$ cat src/rtl/mem_arbiter.sv
// rtl/mem_arbiter.sv - two-port (icache/dcache) arbiter onto a single RAM with starvation guard
module mem_arbiter #(
    parameter int STARVE_LIMIT = 4
) (
    input  logic        CLK,
    input  logic        RST,
    // icache side
    input  logic        iREN,
    input  logic [31:0] iaddr,
    output logic        iwait,
    output logic [31:0] iload,
    // dcache side
    input  logic        dREN,
    input  logic        dWEN,
    input  logic [31:0] daddr,
    input  logic [31:0] dstore,
    output logic        dwait,
    output logic [31:0] dload,
    // RAM side
    output logic        ramREN,
    output logic        ramWEN,
    output logic [31:0] ramaddr,
    output logic [31:0] ramstore,
    input  logic [31:0] ramload,
    input  logic [1:0]  ramstate,
    output logic        ramerr
);

    localparam int CW_MIN = $clog2(STARVE_LIMIT + 1);
    localparam int CW     = (CW_MIN > 3) ? CW_MIN : 3;
    localparam logic [CW-1:0] LIMIT = CW'(STARVE_LIMIT);

    localparam logic [1:0] RAM_ACCESS = 2'd2;
    localparam logic [1:0] RAM_ERROR  = 2'd3;

    typedef enum logic [1:0] {
        IDLE = 2'd0,
        IGNT = 2'd1,
        DGNT = 2'd2
    } state_t;

    state_t        state;
    logic [CW-1:0] starve_cnt;

    logic ireq;
    logic dreq;
    logic i_done;
    logic d_done;

    assign ireq   = iREN;
    assign dreq   = dREN | dWEN;
    // A completion only counts while the owner still holds its request.
    assign i_done = (state == IGNT) && ireq && (ramstate == RAM_ACCESS);
    assign d_done = (state == DGNT) && dreq && (ramstate == RAM_ACCESS);

    // Grant sequencing, starvation counter and sticky error flag.
    always_ff @(posedge CLK) begin
        if (RST) begin
            state      <= IDLE;
            starve_cnt <= '0;
            ramerr     <= 1'b0;
        end else begin
            case (state)
                IDLE: begin
                    if (!ireq) begin
                        starve_cnt <= '0;
                    end
                    if (dreq && !(ireq && (starve_cnt == LIMIT))) begin
                        state <= DGNT;
                    end else if (ireq) begin
                        state <= IGNT;
                    end
                end
                IGNT: begin
                    if (!ireq) begin
                        state <= IDLE;
                    end else if (ramstate == RAM_ERROR) begin
                        ramerr <= 1'b1;
                    end else if (i_done) begin
                        state      <= IDLE;
                        starve_cnt <= '0;
                    end
                end
                DGNT: begin
                    if (!dreq) begin
                        state <= IDLE;
                    end else if (ramstate == RAM_ERROR) begin
                        ramerr <= 1'b1;
                    end else if (d_done) begin
                        state <= IDLE;
                        if (ireq && (starve_cnt != LIMIT)) begin
                            starve_cnt <= starve_cnt + 1'b1;
                        end
                    end
                end
                default: state <= IDLE;
            endcase
        end
    end

    // RAM strobes and cache responses follow the owner's live inputs so completion is same-cycle.
    always_comb begin
        ramREN   = 1'b0;
        ramWEN   = 1'b0;
        ramaddr  = 32'd0;
        ramstore = 32'd0;
        iwait    = 1'b1;
        dwait    = 1'b1;
        iload    = 32'd0;
        dload    = 32'd0;
        case (state)
            IGNT: begin
                ramREN  = iREN;
                ramaddr = iaddr;
                iwait   = ~i_done;
                iload   = i_done ? ramload : 32'd0;
            end
            DGNT: begin
                ramWEN   = dWEN;
                ramREN   = dREN & ~dWEN;
                ramaddr  = daddr;
                ramstore = dstore;
                dwait    = ~d_done;
                dload    = d_done ? ramload : 32'd0;
            end
            default: ;
        endcase
    end

endmodule

$ cat config.mk
export PLATFORM = sky130hd
export DESIGN_NAME = mem_arbiter
export DESIGN_NICKNAME = d
export VERILOG_FILES = /design/src/rtl/mem_arbiter.sv
export SDC_FILE = /design/constraint.sdc
export NUM_CORES = 1
export LEC_CHECK = 0
export CORE_AREA = 2 2 103 105
export CTS_CLUSTER_DIAMETER = 120
export DETAILED_ROUTE_END_ITERATION = 7
export DIE_AREA = 0 0 105 107
export PLACE_DENSITY = 0.62
export SYNTH_ARGS = -nofsm -noshare
export SYNTH_HDL_FRONTEND = slang
export SYNTH_SLANG_ARGS = --single-unit
export TNS_END_PERCENT = 30
$ cat constraint.sdc
create_clock -name CLK -period 2.1 [get_ports CLK]
set_input_delay 0.63 -clock CLK [delete_from_list [all_inputs] [get_ports CLK]]
set_output_delay 0.63 -clock CLK [all_outputs]
set_load 0.03 [all_outputs]
## Word level (Yosys, flattened, before mapping)

Cells that the tools add are included.

- Add/sub/neg operators: 1
- Multiplexer cells: 32
- Reduce and logical (&&, ||, !) cells: 14
- Bitwise gates (word level): 5
- Equality and inequality tests: 19

Operators with widths:

| operator | number |
|---|---|
| two-way mux 32 bit | 5 |
| one-hot mux 32 bit (2 select lines) | 1 |
| two-way mux 3 bit | 8 |
| inequality test 3 bit (second input constant) | 6 |
| two-way mux 2 bit | 8 |
| inequality test 2 bit (second input constant) | 7 |
| one-hot mux 3 bit (3 select lines) | 1 |
| AND reduction 9 bit | 1 |
| logical AND 1 bit | 7 |
| == test 2 bit (second input constant) | 3 |
| two-way mux 1 bit | 6 |
| one-hot mux 2 bit (3 select lines) | 1 |
| AND reduction 5 bit | 1 |
| one-hot mux 1 bit (2 select lines) | 2 |
| adder 3 x 1 -> 3 bit (second input constant) | 1 |
| == test 3 bit (second input constant) | 1 |
| NOT 1 bit | 3 |
| AND reduction 3 bit | 1 |
| nonzero test 3 bit | 1 |
| == test 2 x 1 -> 1 bit (second input constant) | 1 |
| zero test 2 bit | 1 |
| inequality test 2 x 1 -> 1 bit (second input constant) | 1 |
| nonzero test 2 bit | 1 |
| AND 1 bit | 1 |
| 2 further kinds | 2 |

- Output and inout bits: 133
- Register bits after elaboration: 6
- Input port bits: 135

## Depth between registers and ports, before layout

Gate-level depths: netlist of the first run.

- Depth after elaboration: 7
- Mapped depth: 7
- Depth with buffers taken out: 6

## Worst setup path after synthesis of the first run

No wires, ideal clock.

- Path type: reg2out
- From: reg state[0]
- To: out ramREN
- Path buffers: 2
- Arrival: 1.710 ns
- Data required time: 1.470 ns
- Stages on the path, launching flop included: 7
- Path slack: -0.240 ns
- Cells stage by stage: dfxtp_1 -> inv_1 -> ha_1 -> buf_6 -> clkbuf_1 -> nand3b_1 -> a21boi_0

- Word-level cells in the longest chain between the ends: 2

Ends and longest elaborated chain:

| what | line | source |
|---|---|---|
| from (decl) | 42 | `state_t state;` |
| from (signal assigned) | 59 | `state <= IDLE;` |
| from (signal assigned) | 69 | `state <= DGNT;` |
| from (signal assigned) | 71 | `state <= IGNT;` |
| == test 2 bit / == test 2 x 1 -> 1 bit (equally long branches) | 111 | `case (state)` |
| one-hot mux 1 bit (2 select lines) * | 111 |  |
| to (decl) | 20 | `output logic ramREN,` |

Mark *: on every way between the ends. The rest lies on a longest branch, timed or not.

## Worst setup path in the final report of the first run

- From: in ramstate[0]
- To: out iload[0]

- Word-level cells in the longest chain between the ends: 4

Ends and longest elaborated chain:

| what | line | source |
|---|---|---|
| from (decl) | 25 | `input logic [1:0] ramstate,` |
| == test 2 bit | 53 | `assign i_done = (state == IGNT) && ireq && (ramstate == RAM_ACCESS);` |
| logical AND 1 bit | 53 |  |
| two-way mux 32 bit | 116 | `iload = i_done ? ramload : 32'd0;` |
| two-way mux 32 bit | 111 |  |
| to (decl) | 11 | `output logic [31:0] iload,` |

Every way passes these cells.

==> impl_metrics.tcl, run 1 <==
set metrics [dict create \
    tritoncts "done" \
    synthTopCellsByCount "and2_1, nor2b_1, a22oi_1, clkbuf_1, inv_1" \
    violations "setup timing" \
    synthAdderAreaFrac_pct 4.587 \
    hp-start "ramerr" \
    track_usage_pct 18.26 \
    path_clk_slew_ns 0.04 \
    path_cells "buf_6 -> nand2b_4 -> nor2_4 -> buf_6 -> buf_16 -> and2_4 -> buf_6" \
    detail_route.wirelength_mm 11.41 \
    synth_compound_area_share_pct 22.94 \
    ios 268 \
    insertion_delay_ns 0.22 \
    cts-root-buf "clkbuf_8" \
    cts_hold_buffers 0 \
    overflow 0 \
    crit_top_cell "buf_6" \
    finClkSkew_ns 0.0004852 \
    power.leakage_uw 0.002236 \
    core_sq_um 10090 \
    rsz0062_at_grt "true" \
    antenna_found_initial 1 \
    avgSynthCellArea_sq_um 6.653 \
    r2r_setup_slack_ns 0.13 \
    syn_area_sq_um 1637 \
    vdd_drop_max_mv 0.1829 \
    cts-buffers-inserted 3 \
    cts.sinks 6 \
    hold_viol_final 0 \
    hpwl_mm 8.146 \
    yosys.area.top_type "and2_1" \
    status "complete, but fails checks" \
    wl_per_cell_microns 17.13 \
    drt_first_iter_violations 75 \
    muxShareOfSynthArea_pct 0 \
    relSlewSlack_pct 72.44 \
    route.detailed.drc 0 \
    worstMarginPinSlew_ns 0.4123 \
    grt_max_degree 36 \
    diodes 0 \
    slew_viol_final 0 \
    area_delta_synth_final_pct 218.6 \
    critPathMaxStageDelay_ns 0.20 \
    synth.most_common_cell "and2_1" \
    critPathMaxFanout 8 \
    dr.pass1.iters 4 \
    crit_path_end_kind "primary output" \
    min_to "ramerr" \
    cp-start-kind "input port" \
    yosysSeqAreaShare_pct 7.339 \
    regToRegStartpoint "state[0]" \
    hold_depth 2 \
    port_buffers 267 \
    die_area_sq_um 11240 \
    setup_ws_ns -0.1791 \
    grt_pass1_wl_mm 16.33 \
    fin_crit_ns 2.279 \
    synthSimpleGateAreaFrac_pct 57.26 \
    nets 673 \
    p_per_area_nw_per_um2 296.2 \
    clock.fmax_mhz 438.8 \
    drive_gt1_share_pct 52.45 \
    clk_path_buf_depth 2 \
    place_ws_ns -0.5941 \
    fin_util_pct 51.66 \
    fp.dieW_microns 105 \
    ant_nets 0 \
    syn_nets 387 \
    num_rows 37 \
    ys_warn_count 0 \
    hp-class "reg -> reg" \
    tns_ns -7.154 \
    worstPathRequired_ns 1.47 \
    synth_edf_count 0 \
    yosys.area.top_type_share_pct 37.08 \
    async_flop_share_pct 0 \
    yosysUniqueCellTypes 33 \
    vias 2912 \
    critPathKind "in -> out" \
    final-setup-viol-count 97 \
    drv_cap 0 \
    yosys-top-cells-area "and2_1, a22oi_1, nor2b_1, dfxtp_1, ha_1" \
    ys_ff_latch 6 \
    synth_flop_cell "dfxtp_1" \
    synth_top_family_by_area "simple AND/OR/NAND/NOR gates" \
    r2r_cells 8 \
    htree_levels 1 \
    slowest_stage "nor2_4" \
    synthCells 246 \
    viasPerCell 4.372 \
    die_height_microns 107 \
    fin_crit_sh_pct 108.5 \
    synth-xor-area-share_pct 0 \
    grt_pass1_vias 3000 \
    start_util_pct 16.22 \
    arrival_ns 1.65 \
    gp_congestion 0.8717 \
    rr_endpoint "starve_cnt[0]" \
]
==> logic make-up (layout without fill, tap and decap cells) <==
| kind of cell | Yosys count | after routing |
|---|---|---|
| buffers and inverters | 31 | 315 |
| AND/OR/NAND/NOR | 151 | 151 |
| adder cells (fa/ha/maj) | 6 | 6 |
| AO/OA/AOI/OAI | 52 | 52 |
| flip-flops | 6 | 6 |
==> report_power, final <==
group / internal [uW] / switching [uW] / total [uW]
Combinational: 675 / 566 / 1240
Sequential: 121 / 6.97 / 128
Clock: 123 / 52.1 / 175
Total: 920 / 625 / 1540
==> cells in the final DEF, fill, tap and decap left out, types with 4 or more instances in the layout <==
cell type,n
a22oi_2,12
inv_1,5
a22oi_1,20
buf_12,13
nor2b_1,27
nand4_1,4
a21oi_1,6
buf_6,79
buf_4,74
and2_1,30
dfxtp_1,4
nor2b_2,5
clkdlybuf4s50_1,130
and2_4,64
==> through the flow <==
stage / power [uW] / hold WS (ns) / cell area, sq um / instances
finish: 1544 / 0.4444 / 5214 / 666
global route: 1623 / 0.4707 / 5214 / 666
CTS: 1457 / 0.4492 / 5130 / 670
detailed placement: 1201 / 0.4449 / 4463 / 651
global placement: 1193 / 0.4356 / 4463 / 651
floorplan: 626.8 / 0.4761 / 1710 / 246
==> final cells by class <==
cell class	instances	area, sq um
fillers	912	4878
well taps	136	170.2
flip-flops and latches	6	125.1
clock buffers	3	41.29
inverters	8	32.53
multi-input cells	209	1703
repair buffers	304	3142
==> critical path, delay by kind of cell <==
kind,cells,cell delay (ns)
buf+inv,4,0.50
simple gates,3,0.50
==> repair_timing <==
action / CTS / global route
gates cloned: 6 / 2
gates resized for setup: 177 / 42
pin swaps: 50 / 17
endpoints found under the setup margin: 131 / 132
setup buffers: 10 / 0
==> sequential cells by signal (all words and copies together) (netlist names) <==
signal and flops:
state 2, starve_cnt 3, ramerr 1
==> how the worst max path moves through the flow <==
stage,from,to,slack [ns],cells past startpoint
global placement,dREN,dload[4],-0.57,7
global route,ramstate[0],iload[0],-0.20,7
finish,ramstate[0],iload[0],-0.18,7
floorplan,iREN,iload[10],-0.04,5
CTS,ramstate[0],iload[26],-0.20,8
detailed placement,dREN,dload[22],-0.59,7
==> layer usage <==
metal | track usage, % | part of all wire (%) | up-vias
li1 | - | - | 1398
met1 | 19.50 | 37 | 1320
met2 | 34.32 | 52 | 170
met3 | 5.350 | 8.7 | 22
met4 | 5.905 | 2.4 | 2
met5 | 0 | 0.11 | -
Note: power is estimated with default switching activity, not from simulation.
==> run 2, diff against run 1 <==
Clock period 2.1 ns to 2.31 ns, I/O delays scaled along.
==> run 2 against run 1 <==
  * The flow still finishes with violations (setup timing)
  * Total power decreased by 17%
  * Clock power decreased by 7%
  * Sequential cell count stayed put
  * Setup slack improved by 0.064 ns
  * Sequential power decreased by 10%
  * Routed wire length fell by 2.9%
  * Cell count shrank 0.15%
  * Largest cell class unchanged
  * Largest power group unchanged
==> impl_metrics.tcl, run 2 (synthesis gave the netlist of run 1 again) <==
set metrics [dict create \
    area_delta_synth_final_pct 205.5 \
    track_usage_pct 17.12 \
    hp-class "reg -> reg" \
    relSlewSlack_pct 65.29 \
    viasPerCell 4.337 \
    fp.dieW_microns 105 \
    fin_crit_ns 2.425 \
    fin_crit_sh_pct 105.0 \
    gp_congestion 0.7961 \
    final-setup-viol-count 58 \
    largest_reg_flops 3 \
    overflow 0 \
    worstMarginPinSlew_ns 0.5075 \
    layout_commonest_cell "clkdlybuf4s50_1" \
    drv_cap 0 \
    antenna_found_initial 2 \
    start_util_pct 16.22 \
    hold_viol_final 0 \
    hpwl_mm 8.249 \
    die_height_microns 107 \
    critPathMaxFanout 6 \
    diodes 0 \
    dr.pass1.iters 4 \
    fin_util_pct 49.54 \
    ant_nets 0 \
    core_sq_um 10090 \
    ios 268 \
    die_area_sq_um 11240 \
    insertion_delay_ns 0.23 \
    grt_max_degree 38 \
    cts-buffers-inserted 3 \
    path_clk_slew_ns 0.03 \
    status "complete, but fails checks" \
    vdd_drop_max_mv 0.1310 \
    setup_ws_ns -0.1146 \
    clock.fmax_mhz 412.4 \
    arrival_ns 1.73 \
    detail_route.wirelength_mm 11.08 \
    finClkSkew_ns 0.003348 \
    largest-register "starve_cnt" \
    clk_path_buf_depth 2 \
    htree_levels 1 \
    num_rows 37 \
    cts-root-buf "clkbuf_8" \
    power.leakage_uw 0.002197 \
    cts.sinks 6 \
    final_area_sq_um 5000 \
    wl_per_cell_microns 16.65 \
    slew_viol_final 0 \
    route.detailed.drc 0 \
    finalNonFillerCells 665 \
    drt_first_iter_violations 80 \
    grt_pass1_vias 2860 \
    worstPathRequired_ns 1.62 \
    tns_ns -4.576 \
    drive_gt1_share_pct 47.26 \
    critPathKind "in -> out" \
    crit_path_end_kind "primary output" \
    vias 2884 \
    placed_area_sq_um 4260 \
    most-common-layout-cells "clkdlybuf4s50_1, buf_4, buf_6, and2_4, and2_1" \
    nets 672 \
    port_buffers 267 \
    power_uw 1283 \
    grt_pass1_wl_mm 15.37 \
    violations "setup timing" \
    tritoncts "done" \
    rsz0062_at_grt "true" \
    cts_hold_buffers 0 \
    dp.cells 647 \
    cp-start-kind "input port" \
    p_per_area_nw_per_um2 256.5 \
    reg_top3 "starve_cnt (3), state (2), ramerr (1)" \
]
run 2: metrics by stage:
step	setup WS [ns]	hold slack [ns]
floorplan	-0.02122	0.4761
global placement	-0.5092	0.4369
detailed placement	-0.5058	0.4508
CTS	-0.3054	0.4548
global route	-0.1812	0.4885
finish	-0.1146	0.4492
run 2: layer usage:
layer | vias to the layer above | GRT usage [%] | share of wire [%]
li1 | 1397 | - | -
met1 | 1298 | 19.47 | 39
met2 | 167 | 31.73 | 51
met3 | 18 | 4.012 | 7.7
met4 | 4 | 4.952 | 1.9
met5 | - | 0 | 0.22
run 2: timing repair:
action,4_1_cts,5_1_grt
buffers inserted,8,1
pin swaps,11,23
gates cloned,4,4
resized for setup,115,71
setup endpoints to repair,91,101
run 2: path summary, 6_finish.rpt:
check               from            end  slack [ns]  depth (start not counted)
min               ramerr         ramerr        0.45                          2
max          ramstate[0]      iload[12]       -0.11                          7
min reg2reg       ramerr         ramerr        0.45                          2
max reg2reg     state[0]  starve_cnt[2]        0.31                          8
run 2: worst max-delay path: stages:
cell      delay [ns]
buf_6           0.09
nand2b_4        0.16
buf_6           0.12
nor2_4          0.21
buf_6           0.18
and2_4          0.15
buf_6           0.12
run 2: power breakdown:
group / internal (uW) / switching, uW
sequential: 110 / 5.16
clock: 112 / 49.2
combinational: 526 / 480
run 2: final cells by class:
| cell class | count | area [sq um] |
|---|---|---|
| clock buffers | 3 | 41.29 |
| inverters | 8 | 30.03 |
| fillers | 949 | 5092 |
| repair buffers | 303 | 3037 |
| well taps | 136 | 170.2 |
| flip-flops and latches | 6 | 121.4 |
| multi-input cells | 209 | 1600 |
==> run 3, diff against run 2 <==
Settings changed: PLACE_DENSITY 0.62 to unset, PLACE_DENSITY_LB_ADDON set to 0.1.
==> run 3 against run 2 <==
  * The flow still finishes with violations (setup timing)
  * Critical path depth is 1 higher
  * Via count down 2.5%
  * Sequential share of layout area rose by 0.11 points
  * Largest cell class unchanged
  * Largest power group unchanged
==> impl_metrics.tcl, run 3 (synthesis gave the netlist of run 1 again) <==
set metrics [dict create \
    num_rows 37 \
    vias 2811 \
    ant_nets 0 \
    drt_first_iter_violations 93 \
    p_per_area_nw_per_um2 266.3 \
    slowest_stage "and2_4" \
    core_sq_um 10090 \
    track_usage_pct 16.82 \
    m1WireLength_mm 4.034 \
    die_area_sq_um 11240 \
    finalNonFillerCells 660 \
    critPathKind "in -> out" \
    crit_top_cell "buf_6" \
    tritoncts "done" \
    crit_path_end_kind "primary output" \
    power.leakage_uw 0.002137 \
    cts-root-buf "clkbuf_8" \
    place_ws_ns -0.4673 \
    met3WireLength_microns 725 \
    path_clk_slew_ns 0.04 \
    htree_levels 1 \
    fin_hold_ws_ns 0.4539 \
    cts.sinks 6 \
    top_layer "met4" \
    comb_power_share_pct 78.9 \
    critPathMaxStageDelay_ns 0.15 \
    critical_path.n_buffers_inverters 5 \
    area_delta_synth_final_pct 201.6 \
    layout_commonest_cell "clkdlybuf4s50_1" \
    seqPwrFrac_pct 8.8 \
    drv_cap 0 \
    detail_route.wirelength_mm 10.65 \
    insertion_delay_ns 0.22 \
    p_clk_share_pct 12.3 \
    path_cells "buf_6 -> o21ai_4 -> buf_6 -> nor2_4 -> buf_12 -> buf_16 -> and2_4 -> buf_6" \
    grt_max_degree 72 \
    grt_pass1_vias 2728 \
    rsz0062_at_grt "true" \
    drive_gt1_share_pct 44.27 \
    vdd_drop_max_mv 0.2092 \
    cp-start-kind "input port" \
    most-common-layout-cells "clkdlybuf4s50_1, buf_4, buf_6, and2_1, and2_4" \
    hp-class "reg -> reg" \
    nets 667 \
    p_int_uw 776.6 \
    relSlewSlack_pct 75.85 \
    overflow 0 \
    status "complete, but fails checks" \
    p_sw_share_pct 40.91 \
    slew_viol_final 0 \
    dp.cells 644 \
    clk_path_buf_depth 2 \
    final-setup-viol-count 11 \
    reg_top3 "starve_cnt (3), state (2), ramerr (1)" \
    met2_length_mm 5.716 \
    largest-register "starve_cnt" \
    path_delay_family "buffers and inverters" \
    fin_util_pct 48.91 \
    clock.fmax_mhz 430.3 \
    violations "setup timing" \
    antenna_found_initial 0 \
    die_height_microns 107 \
    fin_crit_sh_pct 100.6 \
    hpwl_mm 7.767 \
    hold_viol_final 0 \
    tns_ns -0.1138 \
    viasPerCell 4.259 \
    port_buffers 267 \
    setup_ws_ns -0.01387 \
    worstPathRequired_ns 1.62 \
    arrival_ns 1.63 \
    worstMarginPinSlew_ns 0.3531 \
    finClkSkew_ns 0.0006707 \
    fin_crit_ns 2.324 \
    cts-buffers-inserted 3 \
    gp_congestion 0.7770 \
    route.detailed.drc 0 \
    largest_reg_flops 3 \
    switchingPower_uw 537.6 \
    fp.dieW_microns 105 \
    critPathMaxFanout 8 \
    start_util_pct 16.22 \
    grt_pass1_wl_mm 15.24 \
    diodes 0 \
    ios 268 \
    dr.pass1.iters 4 \
    wl_per_cell_microns 16.14 \
]
-- run 3: cell count changes in the layout (fill, tap and decap cells not counted), moves of 3 or more --
cell / previous run / this run
buf_4: 83 / 86
and2_1: 34 / 51
buf_6: 79 / 67
and2_4: 63 / 43
buf_12: 4 / 10
and2_2: 0 / 3
-- run 3: worst register-to-register path, cell delays in order, from the launching register on --
cell and delay, ns:
dfxtp_2 0.33, inv_2 0.05, ha_4 0.18, buf_4 0.15
clkbuf_16 0.18, nor3b_1 0.19, a2111o_1 0.42, or4_1 0.41
o31ai_1 0.07
-- run 3: layout make-up --
class | count | area [sq um]
multi-input combinational | 209 | 1572
tap | 136 | 170.2
clock buffer | 3 | 41.29
timing repair buffer | 298 | 2998
inverter | 8 | 30.03
sequential | 6 | 125.1
fill | 1004 | 5156
-- run 3: layer usage --
layer / track usage [%] / vias up
li1: - / 1386
met1: 18.99 / 1271
met2: 32.10 / 142
met3: 3.830 / 12
met4: 3.524 / 0
met5: 0 / -
-- run 3: worst paths after layout --
kind | start | to | slack (ns) | cells after the start
worst max register to register | state[0] | starve_cnt[0] | 0.24 | 8
worst min-delay path | ramerr | ramerr | 0.45 | 2
worst min register to register | ramerr | ramerr | 0.45 | 2
worst max-delay path | dREN | dload[6] | -0.01 | 8
-- run 3: power groups by stage --
stage               clock (uW)  combinational (uW)  sequential (uW)
floorplan                    0                 450              116
global placement             0                 944              115
detailed placement           0                 948              115
CTS                        168                1020              115
global route               171                1100              117
finish                     162                1040              115
-- run 3: per-stage QoR --
stage | power [uW] | area [sq um]
after floorplan | 566.7 | 1649
after global placement | 1058 | 4313
after detailed placement | 1063 | 4313
after CTS | 1300 | 4920
after global routing | 1390 | 4936
final | 1314 | 4936
-- run 3: repair_timing --
item,4_1_cts,5_1_grt
endpoints found under the setup margin,69,70
pin swaps,27,11
gates cloned,4,1
resized for setup,136,19
hold buffers,0,0
buffers inserted,10,2
